==> config.mk <==
export PLATFORM = sky130hd
export DESIGN_NAME = scaler_stream_arbiter_flat
export DESIGN_NICKNAME = d
export VERILOG_FILES = /design/src/rtl/scaler_stream_arbiter_if.sv /design/src/rtl/scaler_stream_arbiter.sv /design/src/flat_wrapper.sv
export SDC_FILE = /design/constraint.sdc
export NUM_CORES = 1
export LEC_CHECK = 0
export BUFFER_PORTS_ARGS = -buffer_cell sky130_fd_sc_hd__buf_2
export CORE_ASPECT_RATIO = 1.75
export CORE_UTILIZATION = 25
export DETAILED_ROUTE_END_ITERATION = 16
export HOLD_SLACK_MARGIN = 0.03
export SETUP_SLACK_MARGIN = 0.02
export SYNTH_ARGS = -nofsm -noshare
export SYNTH_HDL_FRONTEND = slang
export SYNTH_SLANG_ARGS = --single-unit
==> constraint.sdc <==
create_clock -name clk -period 2.05 [get_ports clk]
set_input_delay 0.205 -clock clk [delete_from_list [all_inputs] [get_ports clk]]
set_output_delay 0.205 -clock clk [all_outputs]
set_load 0.01 [all_outputs]
==> src/rtl/scaler_stream_arbiter_if.sv <==
// rtl/scaler_stream_arbiter_if.sv - stream bundle shared by two line requesters, the arbiter and the scaler relay
//
// Purpose : groups every handshake/payload signal of scaler_stream_arbiter so the
//           arbiter and its environment connect through one port.
// Modports: master - arbiter view (consumes s0/s1 streams, drives m stream, m_sel, busy)
//           slave  - environment view (drives s0/s1 streams and m_ready, observes the rest)
// Signals : s0_valid/s0_data/s0_last/s0_ready - requester 0 stream, last ends a line
//           s1_valid/s1_data/s1_last/s1_ready - requester 1 stream, same meaning
//           m_valid/m_data/m_last/m_ready     - shared stream toward the scaler relay
//           m_sel                             - source index of the beat on m_data
//           busy                              - a line grant is currently held

interface scaler_stream_arbiter_if #(
  parameter int C_DATA_WIDTH = 12
);

  logic                    s0_valid;
  logic [C_DATA_WIDTH-1:0] s0_data;
  logic                    s0_last;
  logic                    s0_ready;

  logic                    s1_valid;
  logic [C_DATA_WIDTH-1:0] s1_data;
  logic                    s1_last;
  logic                    s1_ready;

  logic                    m_valid;
  logic [C_DATA_WIDTH-1:0] m_data;
  logic                    m_last;
  logic                    m_ready;
  logic                    m_sel;

  logic                    busy;

  modport master (
    input  s0_valid, s0_data, s0_last,
    output s0_ready,
    input  s1_valid, s1_data, s1_last,
    output s1_ready,
    output m_valid, m_data, m_last, m_sel,
    input  m_ready,
    output busy
  );

  modport slave (
    output s0_valid, s0_data, s0_last,
    input  s0_ready,
    output s1_valid, s1_data, s1_last,
    input  s1_ready,
    input  m_valid, m_data, m_last, m_sel,
    output m_ready,
    input  busy
  );

endinterface

==> src/rtl/scaler_stream_arbiter.sv <==
// rtl/scaler_stream_arbiter.sv - line-granular two-way stream arbiter feeding the scaler relay
//
// Purpose : shares one registered output stream between two line-based requesters.
//           A grant covers a whole line (up to and including the beat with last set);
//           arbitration takes one cycle in IDLE, so consecutive lines are separated by
//           exactly one bubble. Inside a line the output register sustains one beat
//           per cycle when it drains and refills on the same edge.
// Ports   : clk    - single clock, rising edge
//           resetn - asynchronous active-low reset
//           bus    - scaler_stream_arbiter_if.master (s0/s1 request streams, m stream,
//                    m_sel, busy)
// Config  : SCALER_ARB_FIXED_PRIO_EN - when defined, requester 0 always wins in IDLE;
//           when undefined, round-robin on a last-served pointer (reset value 1, so
//           requester 0 wins the first contest).

module scaler_stream_arbiter #(
  parameter int C_DATA_WIDTH = 12
) (
  input logic                     clk,
  input logic                     resetn,
  scaler_stream_arbiter_if.master bus
);

  localparam logic [1:0] ST_IDLE = 2'b00;
  localparam logic [1:0] ST_GNT0 = 2'b01;
  localparam logic [1:0] ST_GNT1 = 2'b10;

  logic [1:0]              state;

  logic                    out_valid;
  logic [C_DATA_WIDTH-1:0] out_data;
  logic                    out_last;
  logic                    out_sel;

  logic                    out_free;
  logic                    s0_ready_i;
  logic                    s1_ready_i;
  logic                    acc0;
  logic                    acc1;
  logic                    acc_any;
  logic [C_DATA_WIDTH-1:0] acc_data;
  logic                    acc_last;
  logic                    any_req;
  logic                    grant_1;

  // The output register can take a new beat when it is empty or being drained
  // this very cycle; that is what keeps a line gap-free under full throughput.
  assign out_free   = ~out_valid | bus.m_ready;

  assign s0_ready_i = (state == ST_GNT0) & out_free;
  assign s1_ready_i = (state == ST_GNT1) & out_free;

  assign acc0       = bus.s0_valid & s0_ready_i;
  assign acc1       = bus.s1_valid & s1_ready_i;
  assign acc_any    = acc0 | acc1;

  // Only one requester can be granted, so a plain select on acc1 is enough.
  assign acc_data   = acc1 ? bus.s1_data : bus.s0_data;
  assign acc_last   = acc1 ? bus.s1_last : bus.s0_last;

  assign any_req    = bus.s0_valid | bus.s1_valid;

`ifdef SCALER_ARB_FIXED_PRIO_EN
  // Fixed priority: requester 1 only wins when requester 0 is idle.
  assign grant_1 = ~bus.s0_valid;
`else
  // Round-robin: last_served = 1 means requester 1 had the previous line.
  logic last_served;

  assign grant_1 = (bus.s0_valid & bus.s1_valid) ? ~last_served : bus.s1_valid;

  // The pointer only moves when a grant is actually issued, so idle cycles
  // never disturb fairness.
  always_ff @(posedge clk or negedge resetn) begin
    if (!resetn) begin
      last_served <= 1'b1;
    end else if ((state == ST_IDLE) && any_req) begin
      last_served <= grant_1;
    end
  end
`endif

  // Line-level grant FSM. No beat is accepted in IDLE; leaving a grant happens
  // on the edge that accepts the granted requester's last beat. A requester that
  // drops valid mid-line keeps its grant indefinitely.
  always_ff @(posedge clk or negedge resetn) begin
    if (!resetn) begin
      state <= ST_IDLE;
    end else begin
      case (state)
        ST_IDLE: begin
          if (any_req) begin
            state <= grant_1 ? ST_GNT1 : ST_GNT0;
          end
        end
        ST_GNT0: begin
          if (acc0 && bus.s0_last) begin
            state <= ST_IDLE;
          end
        end
        ST_GNT1: begin
          if (acc1 && bus.s1_last) begin
            state <= ST_IDLE;
          end
        end
        default: begin
          state <= ST_IDLE;
        end
      endcase
    end
  end

  // Registered output stage. Payload and source tag only load on acceptance,
  // so they stay frozen while the relay stalls; valid clears once the held
  // beat is taken and nothing replaces it.
  always_ff @(posedge clk or negedge resetn) begin
    if (!resetn) begin
      out_valid <= 1'b0;
      out_data  <= '0;
      out_last  <= 1'b0;
      out_sel   <= 1'b0;
    end else if (acc_any) begin
      out_valid <= 1'b1;
      out_data  <= acc_data;
      out_last  <= acc_last;
      out_sel   <= acc1;
    end else if (bus.m_ready) begin
      out_valid <= 1'b0;
    end
  end

  assign bus.s0_ready = s0_ready_i;
  assign bus.s1_ready = s1_ready_i;
  assign bus.m_valid  = out_valid;
  assign bus.m_data   = out_data;
  assign bus.m_last   = out_last;
  assign bus.m_sel    = out_sel;
  assign bus.busy     = (state != ST_IDLE);

endmodule

==> src/flat_wrapper.sv <==
// flat-port wrapper written by rule: the top's interface ports become plain ports
module scaler_stream_arbiter_flat 
#(
  parameter int C_DATA_WIDTH = 12
)
  (clk, resetn, bus_s0_valid, bus_s0_data, bus_s0_last, bus_s0_ready, bus_s1_valid, bus_s1_data, bus_s1_last, bus_s1_ready, bus_m_valid, bus_m_data, bus_m_last, bus_m_sel, bus_m_ready, bus_busy);
  scaler_stream_arbiter_if #(.C_DATA_WIDTH(C_DATA_WIDTH)) bus_i ();
  input logic clk;
  input logic resetn;
  input wire logic [$bits(bus_i.s0_valid)-1:0] bus_s0_valid;
  input wire logic [$bits(bus_i.s0_data)-1:0] bus_s0_data;
  input wire logic [$bits(bus_i.s0_last)-1:0] bus_s0_last;
  output wire logic [$bits(bus_i.s0_ready)-1:0] bus_s0_ready;
  input wire logic [$bits(bus_i.s1_valid)-1:0] bus_s1_valid;
  input wire logic [$bits(bus_i.s1_data)-1:0] bus_s1_data;
  input wire logic [$bits(bus_i.s1_last)-1:0] bus_s1_last;
  output wire logic [$bits(bus_i.s1_ready)-1:0] bus_s1_ready;
  output wire logic [$bits(bus_i.m_valid)-1:0] bus_m_valid;
  output wire logic [$bits(bus_i.m_data)-1:0] bus_m_data;
  output wire logic [$bits(bus_i.m_last)-1:0] bus_m_last;
  output wire logic [$bits(bus_i.m_sel)-1:0] bus_m_sel;
  input wire logic [$bits(bus_i.m_ready)-1:0] bus_m_ready;
  output wire logic [$bits(bus_i.busy)-1:0] bus_busy;
  assign bus_i.s0_valid = bus_s0_valid;
  assign bus_i.s0_data = bus_s0_data;
  assign bus_i.s0_last = bus_s0_last;
  assign bus_s0_ready = bus_i.s0_ready;
  assign bus_i.s1_valid = bus_s1_valid;
  assign bus_i.s1_data = bus_s1_data;
  assign bus_i.s1_last = bus_s1_last;
  assign bus_s1_ready = bus_i.s1_ready;
  assign bus_m_valid = bus_i.m_valid;
  assign bus_m_data = bus_i.m_data;
  assign bus_m_last = bus_i.m_last;
  assign bus_m_sel = bus_i.m_sel;
  assign bus_i.m_ready = bus_m_ready;
  assign bus_busy = bus_i.busy;
  scaler_stream_arbiter #(.C_DATA_WIDTH(C_DATA_WIDTH)) u_core (.clk(clk), .resetn(resetn), .bus(bus_i));
endmodule
==> impl_summary.md <==
Status
The run finished with clean final reports.

Synth
The mapped netlist covers 0.00100 mm^2. Of the total synthesized cell area, the portion taken by AND, OR, NAND and NOR gates is 11.6%. Summed over all instances, the cell type with the most area after synthesis is sky130_fd_sc_hd__dfrtp_1. The most common cell in the synthesized netlist is sky130_fd_sc_hd__dfrtp_1. After Yosys synthesis, XOR and XNOR cells account for 0% of the synthesized area. The yosys synthesis warning count is 0.

When the netlist entered floorplanning its net count stood at 110. By area the synthesized netlist is led by sky130_fd_sc_hd__dfrtp_1, sky130_fd_sc_hd__mux2_4, sky130_fd_sc_hd__mux2_2. In this run the mean area of a mapped cell was roughly 13 um^2. The count of unique library cells instantiated by Yosys is 24.

The area share of fa/ha/maj cells after synthesis is 0%. The post-synthesis compound-gate area fraction is between 6 and 7%. The portion of netlist area occupied by mux cells is 32.1%.

The part of the Yosys area used for sequential elements is between 40% and 50%. The combinational family with the most area after synthesis is multiplexers. In this run the biggest area consumer among cell types represents about 42% of the synthesized area. The async set-reset flop share out of synthesis is 100%.

The most instantiated flip-flop cell in the synthesis netlist is sky130_fd_sc_hd__dfrtp_1. The number of instances in the synthesized netlist is between 70 and 80. After synthesis the netlist holds a flip-flop and latch count of 18.

Yosys mapped a number of flops with a built-in enable equal to 0. By count the netlist is led by sky130_fd_sc_hd__dfrtp_1, sky130_fd_sc_hd__mux2_4, sky130_fd_sc_hd__mux2_2.

Timing
Setup violations remaining at the end of the flow were counted as 0. In this run the tightest slew margin relative to its limit is roughly 63%. The share of the clock period used by the worst path after layout is about 83%.

The minimum period implied by the final worst setup slack is about 1700 ps. For the final routed database, the setup TNS stands at 0 ps. The number of max-slew violations in the final report is 0. The clock skew after layout is roughly 0.75 ps. The timing-limited maximum frequency is 586 MHz. The worst-case setup margin in the final layout is roughly 340 ps. The hold violation total from the final report is 0. Setup repair after global routing left no endpoint under its margin. At the pin with the least slew margin, the transition time is between 500 and 600 ps.

The post-route worst hold slack is just under 200 ps.

Route
The post-detailed-route wirelength per cell is ~13 um. The detail route stage leaves a number of antenna-violating nets equal to 0. The first routing iteration left 7 violations. The residual DRC count is 0. The first TritonRoute pass finished after 4 iterations. Detailed routing inserted a total of between 700 and 800 vias. After detailed routing, the total wire length is between 2000 and 2500 um. In the routed layout, each cell is associated on average with a via count of 4.49.

Floorplan
The effective utilization at floorplan is about a quarter. From bottom edge to top edge, the die measures between 80 and 90 um. The boundary pin count is 49. The die covers around 0.0043 mm^2. The core region area is a little under 0.004 mm^2. Measured along the x axis, the die boundary spans around 50 um. The standard-cell row count is 30.

Critical path
The worst setup path startpoint is u_core.state[0]. The worst-path maximum fanout is 16. The type of the setup path with the least slack is flop to flop. The worst endpoint required time is 2190 ps. The data arrival time of the critical path is between 1500 and 2000 ps. The startpoint identified for the worst register-to-register timing path is u_core.state[0]. The worst setup path is captured at a flop.

The worst setup path is launched from a flop.

Clock network
Buffers inserted during clock tree synthesis total 3. The root buffer cell chosen for the clock tree is sky130_fd_sc_hd__clkbuf_8. The level count of the clock H-tree is 1.

The clock-pin slew reported for the worst setup and hold paths after clock tree synthesis is roughly 70 ps. TritonCTS built the clock tree. The number of clock sinks seen by CTS is 18. The clock latency of the later-clocked register in the worst-skew pair is roughly 250 ps. The quantity of gates resized following cts is 0. The maximum count of clock buffers along a single path is 2.

Power
Cell internal power was estimated by the tool at 1.24 mW. The areal power density over the cells is between 1000 and 1500 mW/mm^2. The fraction of power spent switching nets is 34.8%. The switching power total is 0.659 mW. IR analysis of the VDD net gives a maximum drop of about 0.55 mV.

The portion of total power attributed to sequential cells is between 30% and 40%. Per report_power, the clock group accounts for around 15% of the total. For this design the static power due to leakage is about 0.68 nW. The logic gate share of total power is around 49%.

GRT
The total routing usage reported by global routing is 11.3%. The number of antenna violations at the first check in global routing is 0. The number of global-route vias before repair is 836. The first global-routing pass estimated ~3700 um of wire. The final global-route overflow total is 0.

Entering global routing, the biggest net connects 19 pins.

Min path
The startpoint identified for the worst hold timing path is bus_s0_valid. The class of the most critical hold timing path is input port to flop.

Cells and area
The post-route netlist has ~63% of its cells at a drive strength greater than 1. The synthesis-to-finish area growth is 34.0%. For this run, the post-layout net count is about 160. The count of fill cells added during filler insertion is about 390. For this run, the share of the core covered by cells in the final layout is roughly a third.

The number of antenna diodes in the final layout is 0.

Place
The number of buffers inserted by port buffering is between 40 and 50. The congestion estimate from routability-driven global placement came to 0.816. Before CTS, the worst setup slack after placement is 325 ps. The wire-length estimate of the detail-placed layout is ~1800 um.

Flow run
Across the run, the number of max-cap violations was 0.
==> cells in the final DEF, fill, tap and decap left out <==
cell                            instances
sky130_fd_sc_hd__o21ai_0                2
sky130_fd_sc_hd__buf_2                 48
sky130_fd_sc_hd__nor2_1                 2
sky130_fd_sc_hd__dfrtp_1               17
sky130_fd_sc_hd__buf_4                  1
sky130_fd_sc_hd__clkbuf_8               4
sky130_fd_sc_hd__mux2_4                14
sky130_fd_sc_hd__nand3b_1               1
sky130_fd_sc_hd__a21oi_2                1
sky130_fd_sc_hd__dfstp_2                1
sky130_fd_sc_hd__nor3_1                 3
sky130_fd_sc_hd__nand2b_1               3
sky130_fd_sc_hd__o31ai_1                2
sky130_fd_sc_hd__a31oi_1                3
sky130_fd_sc_hd__nor2b_1                1
sky130_fd_sc_hd__and4_2                 1
sky130_fd_sc_hd__nand3b_4               1
sky130_fd_sc_hd__or3_1                  1
sky130_fd_sc_hd__nand2_1                2
sky130_fd_sc_hd__or2b_1                 1
sky130_fd_sc_hd__dlygate4sd3_1          1
sky130_fd_sc_hd__inv_1                  4
sky130_fd_sc_hd__nand3_1                2
sky130_fd_sc_hd__a21oi_1                3
sky130_fd_sc_hd__mux2_2                10
==> path summary, 6_finish.rpt <==
| path | to | slack (ps) | cells past startpoint |
|---|---|---|---|
| worst max-delay path | u_core.bus.m_data[3] | 340 | 4 |
| worst min-delay path | u_core.last_served | 190 | 2 |
| worst max register to register | u_core.bus.m_data[3] | 340 | 4 |
| worst min register to register | u_core.bus.m_data[4] | 510 | 1 |
| max in group asynchronous | u_core.last_served | 1310 | 2 |
| min in group asynchronous | u_core.bus.m_data[10] | 420 | 2 |
==> final cells by class <==
class | count | area (um^2) | share of cell area, %
clock buffer | 4 | 55.1 | 4.09
timing repair buffer | 50 | 258 | 19.1
sequential | 18 | 452 | 33.6
tap | 48 | 60.1 | 4.46
inverter | 4 | 15.0 | 1.12
multi-input combinational | 53 | 507 | 37.6
==> metrics by stage <==
| stage | cells | power, mW | area [um^2] |
|---|---|---|---|
| global placement | 172 | 1.60 | 1280 |
| global route | 177 | 2.03 | 1350 |
| CTS | 177 | 1.92 | 1350 |
| floorplan | 79 | 1.34 | 1000 |
| finish | 177 | 1.90 | 1350 |
| detailed placement | 172 | 1.63 | 1280 |
==> state kept, by name, indices dropped and copies added, names as in the netlist <==
signal              flops
u_core.bus.m_sel        1
u_core.state            2
u_core.bus.m_last       1
u_core.bus.m_valid      1
u_core.bus.m_data      12
u_core.last_served      1
==> power groups by stage <==
stage	clock network [mW]	registers, mW	logic, mW
floorplan	0	0.723	0.615
global placement	0	0.679	0.922
detailed placement	0	0.683	0.947
CTS	0.297	0.679	0.949
global route	0.308	0.709	1.02
finish	0.286	0.678	0.931
==> worst max-delay path, cell delays in order, from the launching register on <==
cell	delay, ps
sky130_fd_sc_hd__dfrtp_1	450
sky130_fd_sc_hd__nand3b_4	350
sky130_fd_sc_hd__a21oi_2	190
sky130_fd_sc_hd__buf_4	240
sky130_fd_sc_hd__mux2_2	360
==> logic make-up (layout without fill, tap and decap cells) <==
kind of cell    after synthesis  count (layout)
compound gates               11              11
buf+inv                       8              58
flops                        18              18
mux                          24              24
simple gates                 18              18
==> repair_timing <==
item                       4_1_cts  5_1_grt
setup endpoints to repair        0        0
hold buffers                     1        0
buffers inserted                 0        0
hold endpoints to repair        17        0
==> routing by layer <==
metal  GRT usage, %  vias up  wire (um)
li1               -      388          -
met2           19.7       19       1270
met3           1.60        2         70
met4           5.97        0         29
met1           13.2      386        863
met5              0        -          0
No activity file was read; power rests on OpenSTA's default activity.
